===== config.mk =====
export PLATFORM = sky130hd
export DESIGN_NAME = vic_wb
export DESIGN_NICKNAME = d
export VERILOG_FILES = /design/src/rtl/vic_pkg.sv /design/src/rtl/vic_prio.sv /design/src/rtl/vic_wb.sv
export SDC_FILE = /design/constraint.sdc
export NUM_CORES = 1
export LEC_CHECK = 0
export ABC_AREA = 0
export BUFFER_PORTS_ARGS = -buffer_cell sky130_fd_sc_hd__buf_2
export CAP_MARGIN = 20
export CORE_MARGIN = 2
export CORE_UTILIZATION = 59
export DETAILED_ROUTE_END_ITERATION = 16
export GPL_ROUTABILITY_DRIVEN = 1
export GPL_TIMING_DRIVEN = 0
export PLACE_DENSITY = 0.86
export SLEW_MARGIN = 20
export SYNTH_ARGS = -nofsm -noshare
export SYNTH_HDL_FRONTEND = slang
export SYNTH_HIERARCHICAL = 1
export SYNTH_SLANG_ARGS = --single-unit

===== constraint.sdc =====
create_clock -name wb_clk_i -period 2 [get_ports wb_clk_i]
set_input_delay 0.4 -clock wb_clk_i [delete_from_list [all_inputs] [get_ports wb_clk_i]]
set_output_delay 0.4 -clock wb_clk_i [all_outputs]
set_load 0.05 [all_outputs]

===== src/rtl/vic_pkg.sv =====
// Shared definitions for the vectored interrupt controller: handshake state
// encoding, parameter defaults and the vector width.
package vic_pkg;

  localparam int VEC_W = 16;
  localparam int NSRC_DEF = 8;
  localparam logic [VEC_W-1:0] SPURIOUS_VEC_DEF = 16'o000000;

  typedef enum logic [1:0] {
    ST_IDLE = 2'd0,
    ST_ACK  = 2'd1,
    ST_DROP = 2'd2
  } vic_state_e;

  function automatic int idx_width(input int n);
    return (n > 1) ? $clog2(n) : 1;
  endfunction

endpackage


===== src/rtl/vic_prio.sv =====
// Combinational arbiter: first set request found when scanning upward from
// 'start', wrapping modulo NSRC.
module vic_prio
  import vic_pkg::*;
#(
  parameter int NSRC = NSRC_DEF,
  localparam int IDX_W = idx_width(NSRC)
) (
  input  logic [NSRC-1:0]  req,
  input  logic [IDX_W-1:0] start,
  output logic [IDX_W-1:0] winner,
  output logic             valid
);

  int unsigned      cand_s;
  logic [IDX_W-1:0] cand_idx_s;

  // wrap-around scan, first hit wins
  always_comb begin
    winner     = '0;
    valid      = 1'b0;
    cand_s     = 32'd0;
    cand_idx_s = '0;
    for (int i = 0; i < NSRC; i++) begin
      cand_s = 32'(start) + 32'(i);
      if (cand_s >= 32'(NSRC)) begin
        cand_s = cand_s - 32'(NSRC);
      end else begin
        cand_s = cand_s;
      end
      cand_idx_s = IDX_W'(cand_s);
      if (!valid && req[cand_idx_s]) begin
        winner = cand_idx_s;
        valid  = 1'b1;
      end else begin
        winner = winner;
        valid  = valid;
      end
    end
  end

endmodule


===== src/rtl/vic_wb.sv =====
// Vectored interrupt controller with istb/iack vector handshake.
// Define VIC_ROUNDROBIN_EN for round-robin arbitration (default: fixed priority).
module vic_wb
  import vic_pkg::*;
#(
  parameter int                    NSRC         = NSRC_DEF,
  parameter logic [NSRC*VEC_W-1:0] VEC_TABLE    = {NSRC{16'o000060}},
  parameter logic [VEC_W-1:0]      SPURIOUS_VEC = SPURIOUS_VEC_DEF
) (
  input  logic             wb_clk_i,
  input  logic             wb_rst_n,
  input  logic             init_i,
  input  logic [NSRC-1:0]  irq_i,
  output logic             virq_o,
  input  logic             istb_i,
  output logic [VEC_W-1:0] ivec_o,
  output logic             iack_o,
  output logic [NSRC-1:0]  ack_o
);

  localparam int IDX_W = idx_width(NSRC);

  vic_state_e       state_r, state_nxt_s;
  logic             virq_r, virq_nxt_s;
  logic             iack_r, iack_nxt_s;
  logic [VEC_W-1:0] ivec_r, ivec_nxt_s;
  logic [NSRC-1:0]  ack_r, ack_nxt_s;
  logic [IDX_W-1:0] win_r, win_nxt_s;
  logic             win_vld_r, win_vld_nxt_s;
  logic [IDX_W-1:0] start_s, prio_win_s;
  logic             prio_vld_s;

  function automatic logic [VEC_W-1:0] vec_of(input logic [IDX_W-1:0] w, input logic v);
    if (v) begin
      return VEC_TABLE[32'(w)*VEC_W +: VEC_W];
    end else begin
      return SPURIOUS_VEC;
    end
  endfunction

  vic_prio #(.NSRC(NSRC)) u_prio (
    .req    (irq_i),
    .start  (start_s),
    .winner (prio_win_s),
    .valid  (prio_vld_s)
  );

`ifdef VIC_ROUNDROBIN_EN
  logic [IDX_W-1:0] ptr_r, ptr_nxt_s;

  assign start_s = ptr_r;

  // pointer advances past the winner only on a real grant
  always_comb begin
    ptr_nxt_s = ptr_r;
    if (state_r == ST_IDLE && istb_i && !init_i && prio_vld_s) begin
      ptr_nxt_s = (prio_win_s == IDX_W'(NSRC-1)) ? '0 : prio_win_s + IDX_W'(1);
    end else begin
      ptr_nxt_s = ptr_r;
    end
  end

  // round-robin pointer register
  always_ff @(posedge wb_clk_i or negedge wb_rst_n) begin
    if (!wb_rst_n) begin
      ptr_r <= '0;
    end else begin
      ptr_r <= ptr_nxt_s;
    end
  end
`else
  assign start_s = '0;
`endif

  // next state and next registered outputs
  always_comb begin
    state_nxt_s   = state_r;
    virq_nxt_s    = 1'b0;
    iack_nxt_s    = iack_r;
    ivec_nxt_s    = ivec_r;
    ack_nxt_s     = '0;
    win_nxt_s     = win_r;
    win_vld_nxt_s = win_vld_r;
    if (init_i) begin
      state_nxt_s = ST_IDLE;
      iack_nxt_s  = 1'b0;
      ivec_nxt_s  = '0;
    end else begin
      case (state_r)
        ST_IDLE: begin
          if (istb_i) begin
            state_nxt_s   = ST_ACK;
            win_nxt_s     = prio_win_s;
            win_vld_nxt_s = prio_vld_s;
            iack_nxt_s    = 1'b1;
            ivec_nxt_s    = vec_of(prio_win_s, prio_vld_s);
            ack_nxt_s     = prio_vld_s ? (NSRC'(1'b1) << prio_win_s) : '0;
          end else begin
            virq_nxt_s = |irq_i;
          end
        end
        ST_ACK: begin
          state_nxt_s = ST_DROP;
          ivec_nxt_s  = vec_of(win_r, win_vld_r);
        end
        ST_DROP: begin
          if (!istb_i) begin
            state_nxt_s = ST_IDLE;
            iack_nxt_s  = 1'b0;
            ivec_nxt_s  = '0;
          end else begin
            ivec_nxt_s = vec_of(win_r, win_vld_r);
          end
        end
        default: begin
          state_nxt_s = ST_IDLE;
          iack_nxt_s  = 1'b0;
          ivec_nxt_s  = '0;
        end
      endcase
    end
  end

  // state, latched winner and output registers
  always_ff @(posedge wb_clk_i or negedge wb_rst_n) begin
    if (!wb_rst_n) begin
      state_r   <= ST_IDLE;
      virq_r    <= 1'b0;
      iack_r    <= 1'b0;
      ivec_r    <= '0;
      ack_r     <= '0;
      win_r     <= '0;
      win_vld_r <= 1'b0;
    end else begin
      state_r   <= state_nxt_s;
      virq_r    <= virq_nxt_s;
      iack_r    <= iack_nxt_s;
      ivec_r    <= ivec_nxt_s;
      ack_r     <= ack_nxt_s;
      win_r     <= win_nxt_s;
      win_vld_r <= win_vld_nxt_s;
    end
  end

  assign virq_o = virq_r;
  assign iack_o = iack_r;
  assign ivec_o = ivec_r;
  assign ack_o  = ack_r;

endmodule


==> metrics.txt, run 1 <==
clock buffer depth 2; post-synthesis mux area share 30.31%; reg-to-reg endpoint win_vld_r; Post-DRT Antenna Nets 0; Worst-path clk slew 0.08 ns; GRT Residual Overflow 0; Netlist Area Pre-Place 0.001738 mm2; Synth Area in Compound Gates ~15%; worst hold slack -0.003249 ns; Req. time, crit path 2.21 ns; drc violations 0; Tot GR Track Use between 20% and 30%; clock latency at the later pin of the worst-skew pair roughly 0.28 ns; first-pass GRT wire length between 6000 and 7000 um; initial core utilization 62.48%; commonest cells after routing, fill and taps aside 30 x buf_4, 21 x conb_1, 21 x buf_2; port bufs 23; Max Clock Skew ~0.0046 ns; EDFF count, synth 0; final wirelength 4315 um; max incr delay on CP 0.46 ns; vias post-DR 1628; unrepaired setup endpoints after global routing yes; worst flop-to-flop path startpoint state_r[1]; IO Pins 38; fin area 0.002231 mm2; critical path's slowest cell mux4_2; DP Area 0.002001 mm2; total CTS buffers 3; fin crit period 2.161 ns; XOR/XNOR share of the synthesized area 1.512%; Sink Count 14; final hold violations 8; Reg area 350.3 um2; worst path arrival time 2.37 ns; CTS tree yes; share of cells above drive strength 1 42.86%; peak supply drop 0.0005494 V; Die ar. 0.003396 mm2; Async SR Flop Fraction 100.0%; width of the chip 58.28 um; predominant post-synthesis flop cell dfrtp_1; commonest non-fill, non-tap cell in the layout buf_4; core area approximately 0.0028 mm2; Bufs and invs on worst path 2; WL/cell 16.04 um; register area share after synthesis 20.16%; Max Clock Freq around 460 MHz; Filler cells about 180; Synth-to-Final Area Change 28.37%; root buf cell clkbuf_4; final critical-path share of the clock period 108.0%; post-synthesis simple-gate area fraction 19.94%; cell family with most CP delay multiplexers; Yosys reg bits 14; Chip Height just under 60 um; RePlAce Congestion 0.8735; CP cell instances buf_6 -> mux4_2 -> mux2_4 -> nand2b_4 -> nor2_4 -> buf_6 -> a311oi_2 -> o21ai_2 -> nand2b_1 -> nor2_2; main combinational cell family by area after synthesis multiplexers; Synth Instances around 180; final setup fails 10; Multi-input gate area around 0.0014 mm2; setup ws final -0.1605 ns; Antenna Cells 0; H-tree levels 1; Yosys warning total 6; critical path class input pin to flip-flop; Post-DP HPWL between 3000 and 4000 um; pin count of the biggest net entering global routing 15; nets 253; failing checks negative hold slack, negative setup slack; Detailed Route Iter0 Violations between 60 and 70; Netlist cell types 59; final core occ 80.21%; outcome complete, but fails checks; leakage power ~0.0010 uW; initial antenna violation count 0; worst r2r path cells 2; Max FO, Critical Path 9; Post-Synth Adder-Cell Area under 10%; first-pass iteration count of the detailed router 4; most used cell, CP buf_6; post-synthesis area per instance a little under 10 um2; Startpoint Class input pin; Slew Limit Fails 0; worst hold path type input pin to asynchronous set/reset pin; vias in the first global route 1497; flop2flop setup slack 0.61 ns; Setup crit end kind flip-flop; cell area power density 534.5 mW/mm2; total power 1192 uW; Std-Cell Rows 19; CP Depth 10; Max Cap Viol 0; vias per inst 6.052
[state kept, by name (all words and copies together), names as in the netlist]
signal / flops
iack_o: 1
ivec_o: 1
virq_o: 1
state_r: 2
ack_o: 8
win_vld_r: 1
[how the worst max path moves through the flow]
stage | from | end | slack (ns)
after CTS | irq_i[0] | ack_o[0] | -0.17
after floorplan | irq_i[0] | win_vld_r | -0.17
final | irq_i[3] | ack_o[1] | -0.16
after detailed placement | irq_i[2] | ivec_o[5] | -0.61
after global placement | irq_i[0] | ivec_o[5] | -0.52
after global routing | irq_i[0] | ack_o[4] | -0.28
[routing by layer]
| layer | track usage, % | vias up | wire [um] |
|---|---|---|---|
| li1 | - | 755 | - |
| met1 | 29.50 | 790 | 1593 |
| met2 | 48.31 | 73 | 2353 |
| met3 | 2.232 | 10 | 264 |
| met4 | 8.638 | 0 | 104 |
| met5 | 0 | - | 0 |
[metrics by stage]
stage / TNS, ns / instances / hold slack [ns] / setup slack (ns)
2_1_floorplan: -1.487 / 196 / 0.1044 / -0.1723
3_3_place_gp: -4.826 / 250 / 0.2956 / -0.5152
3_5_place_dp: -5.323 / 250 / 0.3043 / -0.6111
4_1_cts: -1.422 / 262 / 0.006680 / -0.1716
5_1_grt: -1.956 / 269 / 0.01272 / -0.2780
6_report: -1.274 / 269 / -0.003249 / -0.1605
[power breakdown]
part           internal (uW)  switching [uW]
Combinational            295             393
Sequential               297            9.47
Clock                    111            87.7
Total                    702             490
[final cells by class]
cell class,count,area share [%]
Buffer,24,7.908
Inverter,7,1.178
Timing Repair Buffer,38,11.27
Tap cell,31,1.739
Clock buffer,4,1.626
Multi-Input combinational cell,151,60.57
Sequential cell,14,15.70
[logic make-up after synthesis]
group                    count (synthesis)
AO/OA/AOI/OAI                           35
flip-flops                              14
other                                    1
XOR/XNOR                                 3
AND/OR/NAND/NOR                         56
buffers and inverters                   31
adder cells (fa/ha/maj)                  2
multiplexers                            34
[Yosys cell counts (2+ instances only)]
library cell | number | area [um2]
inv_1 | 6 | 22.52
mux2_2 | 3 | 33.78
and2_1 | 2 | 12.51
o21bai_1 | 2 | 15.01
a21o_1 | 2 | 15.01
a221o_1 | 2 | 20.02
nand2_1 | 10 | 37.54
a31oi_1 | 2 | 12.51
mux2_1 | 4 | 45.04
mux2i_1 | 14 | 140.1
nand3_1 | 3 | 15.01
a211oi_1 | 2 | 15.01
nor4_1 | 2 | 12.51
nor2b_1 | 6 | 37.54
a21oi_1 | 7 | 35.03
ha_1 | 2 | 25.02
nor3_1 | 4 | 20.02
nor2_1 | 10 | 37.54
mux4_1 | 4 | 105.1
buf_6 | 3 | 33.78
o21ai_0 | 4 | 20.02
dfrtp_1 | 14 | 350.3
xor2_1 | 2 | 17.52
mux4_2 | 9 | 202.7
nor3_2 | 2 | 20.02
nand2b_1 | 4 | 25.02
buf_4 | 17 | 127.6
clkbuf_1 | 3 | 11.26
[what timing repair did]
item,CTS,global route
setup buffers,8,7
pin swaps,10,9
setup endpoints to repair,10,10
gates resized for setup,8,17
hold buffers,0,0
(Power assumes the default switching activity.)
==> inputs of run 2 (changes only) <==
--- a/config.mk
+++ b/config.mk
@@ -14,6 +14,7 @@
 export GPL_ROUTABILITY_DRIVEN = 1
 export GPL_TIMING_DRIVEN = 0
 export PLACE_DENSITY = 0.86
+export SKIP_CTS_REPAIR_TIMING = 1
 export SLEW_MARGIN = 20
 export SYNTH_ARGS = -nofsm -noshare
 export SYNTH_HDL_FRONTEND = slang
==> metrics.txt, run 2 (synthesized netlist as in run 1, its figures left out) <==
outcome complete, but fails checks; failing checks negative setup slack; final critical-path share of the clock period 109.6% (+1.6 points); CTS tree yes; Startpoint Class input pin; H-tree levels 1 (unchanged); total power 1182 uW (-0.90%); setup ws final -0.1923 ns (-0.03179 ns); vias in the first global route 1499 (+0.13%); initial antenna violation count 0 (unchanged); clock buffer depth 2 (unchanged); Max Clock Skew 0.001506 ns (-0.003077 ns); first-pass iteration count of the detailed router 4 (unchanged); Post-DP HPWL 3116 um (unchanged); Std-Cell Rows 19 (unchanged); setup TNS -1.525 ns (-0.2506 ns); initial core utilization 62.48% (unchanged); Die ar. 0.003396 mm2 (unchanged); Sink Count 14 (unchanged); final wirelength 4260 um (-1.3%); Antenna Cells 0 (unchanged); Setup crit end kind flip-flop; DP Area 0.002001 mm2 (unchanged); Synth-to-Final Area Change 29.16%; fin crit period 2.192 ns (+0.03180 ns); root buf cell clkbuf_4; Tot GR Track Use 24.19% (-1.3 points); flop2flop setup slack 0.59 ns (-0.02 ns); clock latency at the later pin of the worst-skew pair 0.27 ns (about the same); max FFs per register 8 (unchanged); critical path class input pin to flip-flop; worst flop-to-flop path startpoint state_r[1]; GRT Residual Overflow 0 (unchanged); Slew Limit Fails 0 (unchanged); leakage power 0.001066 uW (+1.6%); Max Clock Freq 456.1 MHz (-1.5%); RePlAce Congestion 0.8735 (unchanged); Placed Cells 250 (unchanged); cell area power density 526.5 mW/mm2 (-1.5%); peak supply drop 0.0005505 V (+0.19%); vias post-DR 1635 (+0.43%); total CTS buffers 3 (unchanged); share of cells above drive strength 1 41.25% (-1.6 points); core area 0.002781 mm2 (unchanged); vias per inst 6.033 (-0.31%); unrepaired setup endpoints after global routing yes; worst hold path type input pin to asynchronous set/reset pin; IO Pins 38 (unchanged); Worst-path clk slew 0.08 ns (about the same); drc violations 0 (unchanged); final non-filler cell total 271 (+0.74%); fin area 0.002245 mm2 (+0.62%); nets 255 (+0.79%); Max Cap Viol 0 (unchanged); WL/cell 15.72 um (-2.0%); Chip Height 58.28 um (unchanged); final hold violations 0 (-8); port bufs 23 (unchanged); Detailed Route Iter0 Violations 65 (+4.8%); first-pass GRT wire length 6437 um (-4.3%); worst path arrival time 2.36 ns (about the same); Max FO, Critical Path 6 (-3); final setup fails 10 (unchanged); Req. time, crit path 2.17 ns (-0.04 ns); reg-to-reg endpoint win_vld_r; pin count of the biggest net entering global routing 15 (unchanged); commonest cells after routing, fill and taps aside 34 x buf_4, 21 x conb_1, 21 x buf_2; commonest non-fill, non-tap cell in the layout buf_4; Post-DRT Antenna Nets 0 (unchanged); width of the chip 58.28 um (unchanged); worst r2r path cells 2 (unchanged)
==> run 2: area by class of cell <==
| class | instances | area (um2) |
|---|---|---|
| fillers | 171 | 536.8 |
| multi-input cells | 151 | 1353 |
| inverters | 7 | 26.28 |
| well taps | 31 | 38.79 |
| flip-flops and latches | 14 | 350.3 |
| repair buffers | 40 | 264.0 |
| clock buffers | 4 | 36.28 |
| plain buffers | 24 | 176.4 |
==> run 2: worst max-delay path by stage <==
stage	start	end	slack (ns)
after floorplan	irq_i[0]	win_vld_r	-0.17
after global placement	irq_i[0]	ivec_o[5]	-0.52
after detailed placement	irq_i[2]	ivec_o[5]	-0.61
after CTS	irq_i[2]	ivec_o[5]	-0.34
after global routing	irq_i[0]	ack_o[4]	-0.28
final	irq_i[0]	ack_o[2]	-0.19
==> run 2: layer usage <==
| layer | global-route usage, % | vias up | share of wire [%] |
|---|---|---|---|
| li1 | - | 762 | - |
| met1 | 28.67 | 799 | 37 |
| met2 | 45.10 | 64 | 55 |
| met3 | 2.009 | 10 | 6.1 |
| met4 | 8.638 | 0 | 1.9 |
| met5 | 0 | - | 0 |
==> run 2: critical path, cell delays in order <==
cell       delay [ns]
buf_12           0.11
mux4_2           0.46
a221o_1          0.33
a2bb2oi_4        0.18
nor2_4           0.18
buf_4            0.15
a311oi_2         0.08
o21ai_2          0.27
nand2b_1         0.16
nor2_1           0.05
==> run 2: power breakdown <==
part	total (uW)	switching (uW)	internal, uW
clock network	197	86.4	111
logic	679	388	290
registers	306	9.39	297
total	1180	484	698
==> run 2: through the flow <==
stage | setup WS (ns) | hold slack (ns) | util, %
global placement | -0.5152 | 0.2956 | 71.93
floorplan | -0.1723 | 0.1044 | -
global route | -0.2779 | 0.01272 | 80.70
finish | -0.1923 | 0.0004641 | 80.70
detailed placement | -0.6111 | 0.3043 | 71.93
CTS | -0.3420 | 0.006680 | 73.23
==> inputs of run 3 (changes only) <==
--- a/config.mk
+++ b/config.mk
@@ -9,11 +9,11 @@
 export BUFFER_PORTS_ARGS = -buffer_cell sky130_fd_sc_hd__buf_2
 export CAP_MARGIN = 20
 export CORE_MARGIN = 2
-export CORE_UTILIZATION = 59
+export CORE_UTILIZATION = 50
 export DETAILED_ROUTE_END_ITERATION = 16
 export GPL_ROUTABILITY_DRIVEN = 1
 export GPL_TIMING_DRIVEN = 0
-export PLACE_DENSITY = 0.86
+export PLACE_DENSITY_LB_ADDON = 0.3
 export SKIP_CTS_REPAIR_TIMING = 1
 export SLEW_MARGIN = 20
 export SYNTH_ARGS = -nofsm -noshare
==> constraint.sdc (replaced) <==
create_clock -name wb_clk_i -period 1.9 [get_ports wb_clk_i]
set_input_delay 0.38 -clock wb_clk_i [delete_from_list [all_inputs] [get_ports wb_clk_i]]
set_output_delay 0.38 -clock wb_clk_i [all_outputs]
set_load 0.05 [all_outputs]
==> metrics.txt, run 3 (synthesized netlist as in run 1, its figures left out) <==
Slew Limit Fails 0 (unchanged); outcome complete, but fails checks; total power 1199 uW (+1.4%); Max Cap Viol 0 (unchanged); leakage power 0.001008 uW (-5.4%); critical path's slowest cell mux4_2; H-tree levels 1 (unchanged); Max FO, Critical Path 6 (unchanged); port bufs 23 (unchanged); first-pass GRT wire length 6837 um (+6.2%); Antenna Cells 0 (unchanged); Reg area 350.3 um2 (unchanged); Detailed Route Iter0 Violations 50 (-23%); final hold violations 0 (unchanged); critical path class input pin to flip-flop; vias in the first global route 1424 (-5.0%); Tot GR Track Use 21.40% (-2.8 points); WL/cell 14.90 um (-5.2%); Multi-input gate area 0.001328 mm2 (-1.9%); Startpoint Class input pin; RePlAce Congestion 0.8605 (-1.5%); vias per inst 5.446 (-9.7%); share of cells above drive strength 1 37.50% (-3.7 points); fin crit period 2.252 ns; width of the chip 62.96 um (+8.0%); peak supply drop 0.0002269 V (-59%); cell area power density 551.9 mW/mm2 (+4.8%); Setup crit end kind flip-flop; Chip Height 62.96 um (+8.0%); Post-DP HPWL 2977 um (-4.4%); first-pass iteration count of the detailed router 4 (unchanged); max incr delay on CP 0.48 ns (+0.02 ns); unrepaired setup endpoints after global routing yes; initial antenna violation count 0 (unchanged); Worst-path clk slew 0.09 ns (about the same); CTS tree yes; Placed Cells 265 (+6.0%); IO Pins 38 (unchanged); GRT Residual Overflow 0 (unchanged); core area 0.003337 mm2 (+20%); Synth-to-Final Area Change 24.98%; commonest non-fill, non-tap cell in the layout buf_4; Post-DRT Antenna Nets 0 (unchanged); CP cell instances buf_12 -> mux4_2 -> a221o_1 -> a2bb2oi_4 -> nor2_4 -> a31oi_2 -> a211oi_2 -> nand3_2 -> nor3_2; Die ar. 0.003963 mm2 (+17%); root buf cell clkbuf_4; final wirelength 4141 um (-2.8%); failing checks negative setup slack; final setup fails 10 (unchanged); final critical-path share of the clock period 118.5%; Filler cells 290 (+70%); worst hold path type input pin to flip-flop; Max Clock Freq around 440 MHz; vias post-DR 1514 (-7.4%); setup ws final -0.3522 ns (-0.1599 ns); Req. time, crit path 2.11 ns (-0.06 ns); post-place setup slack -0.6657 ns (-0.05458 ns); total CTS buffers 3 (unchanged); setup TNS -3.263 ns (-1.739 ns); clock buffer depth 2 (unchanged); clock latency at the later pin of the worst-skew pair 0.28 ns (about the same); pin count of the biggest net entering global routing 15 (unchanged); Max Clock Skew 0.01022 ns (+0.008711 ns); commonest cells after routing, fill and taps aside 24 x buf_4, 22 x buf_2, 21 x conb_1; final non-filler cell total 278 (+2.6%); worst path arrival time 2.46 ns (+0.10 ns); nets 247 (-3.1%); initial core utilization 52.08% (-10 points); Sink Count 14 (unchanged); Std-Cell Rows 21 (+2); drc violations 0 (unchanged); max FFs per register 8 (unchanged)
run 3: cell types whose count changed in the layout (fill, tap and decap cells not counted), sizes merged:
cell	previous run	this run
buf	61	51
clkbuf	7	8
dlygate4sd3	0	1
run 3: per-layer routing:
| layer | routed length (um) | share of wire (%) | GRT usage [%] | vias to the layer above |
|---|---|---|---|---|
| met2 | 2168 | 52 | 36.30 | 50 |
| li1 | - | - | - | 748 |
| met3 | 190 | 4.6 | 1.622 | 2 |
| met4 | 14 | 0.34 | 7.222 | 0 |
| met5 | 0 | 0 | 0 | - |
| met1 | 1767 | 43 | 28.82 | 714 |
run 3: where the power goes:
group | total, uW | internal [uW] | switching, uW
clock network | 213 | 117 | 96.5
logic | 664 | 273 | 391
registers | 322 | 312 | 9.85
total | 1200 | 702 | 497
run 3: worst max-delay path, delay by kind of cell:
family | cells | cell delay [ns]
AO/OA/AOI/OAI | 4 | 0.95
AND/OR/NAND/NOR | 3 | 0.53
multiplexers | 1 | 0.48
buffers and inverters | 1 | 0.11
run 3: final cells by class:
cell class / instances / area share, %
multi-input cells: 151 / 61.12
flip-flops and latches: 14 / 16.13
repair buffers: 32 / 9.101
plain buffers: 24 / 8.122
well taps: 46 / 2.650
clock buffers: 4 / 1.671
inverters: 7 / 1.210
run 3: stage by stage:
step                utilization (%)  area (um2)  hold slack [ns]
finish                        65.09        2172           0.3193
global route                  65.09        2172           0.3125
CTS                           61.60        2056         -0.01535
detailed placement            60.52        2019           0.2915
global placement              60.52        2019           0.2852
floorplan                         -        1847          0.08441
run 3: final timing paths:
check / startpoint / end / slack (ns) / depth (start not counted)
max reg2reg: state_r[1] / win_vld_r / 0.50 / 2
min reg2reg: win_vld_r / win_vld_r / 0.52 / 1
max: irq_i[0] / ack_o[4] / -0.35 / 9
min: init_i / iack_o / 0.32 / 2
min in group asynchronous: wb_rst_n / ack_o[4] / 0.52 / 2
max in group asynchronous: wb_rst_n / state_r[1] / 1.13 / 2
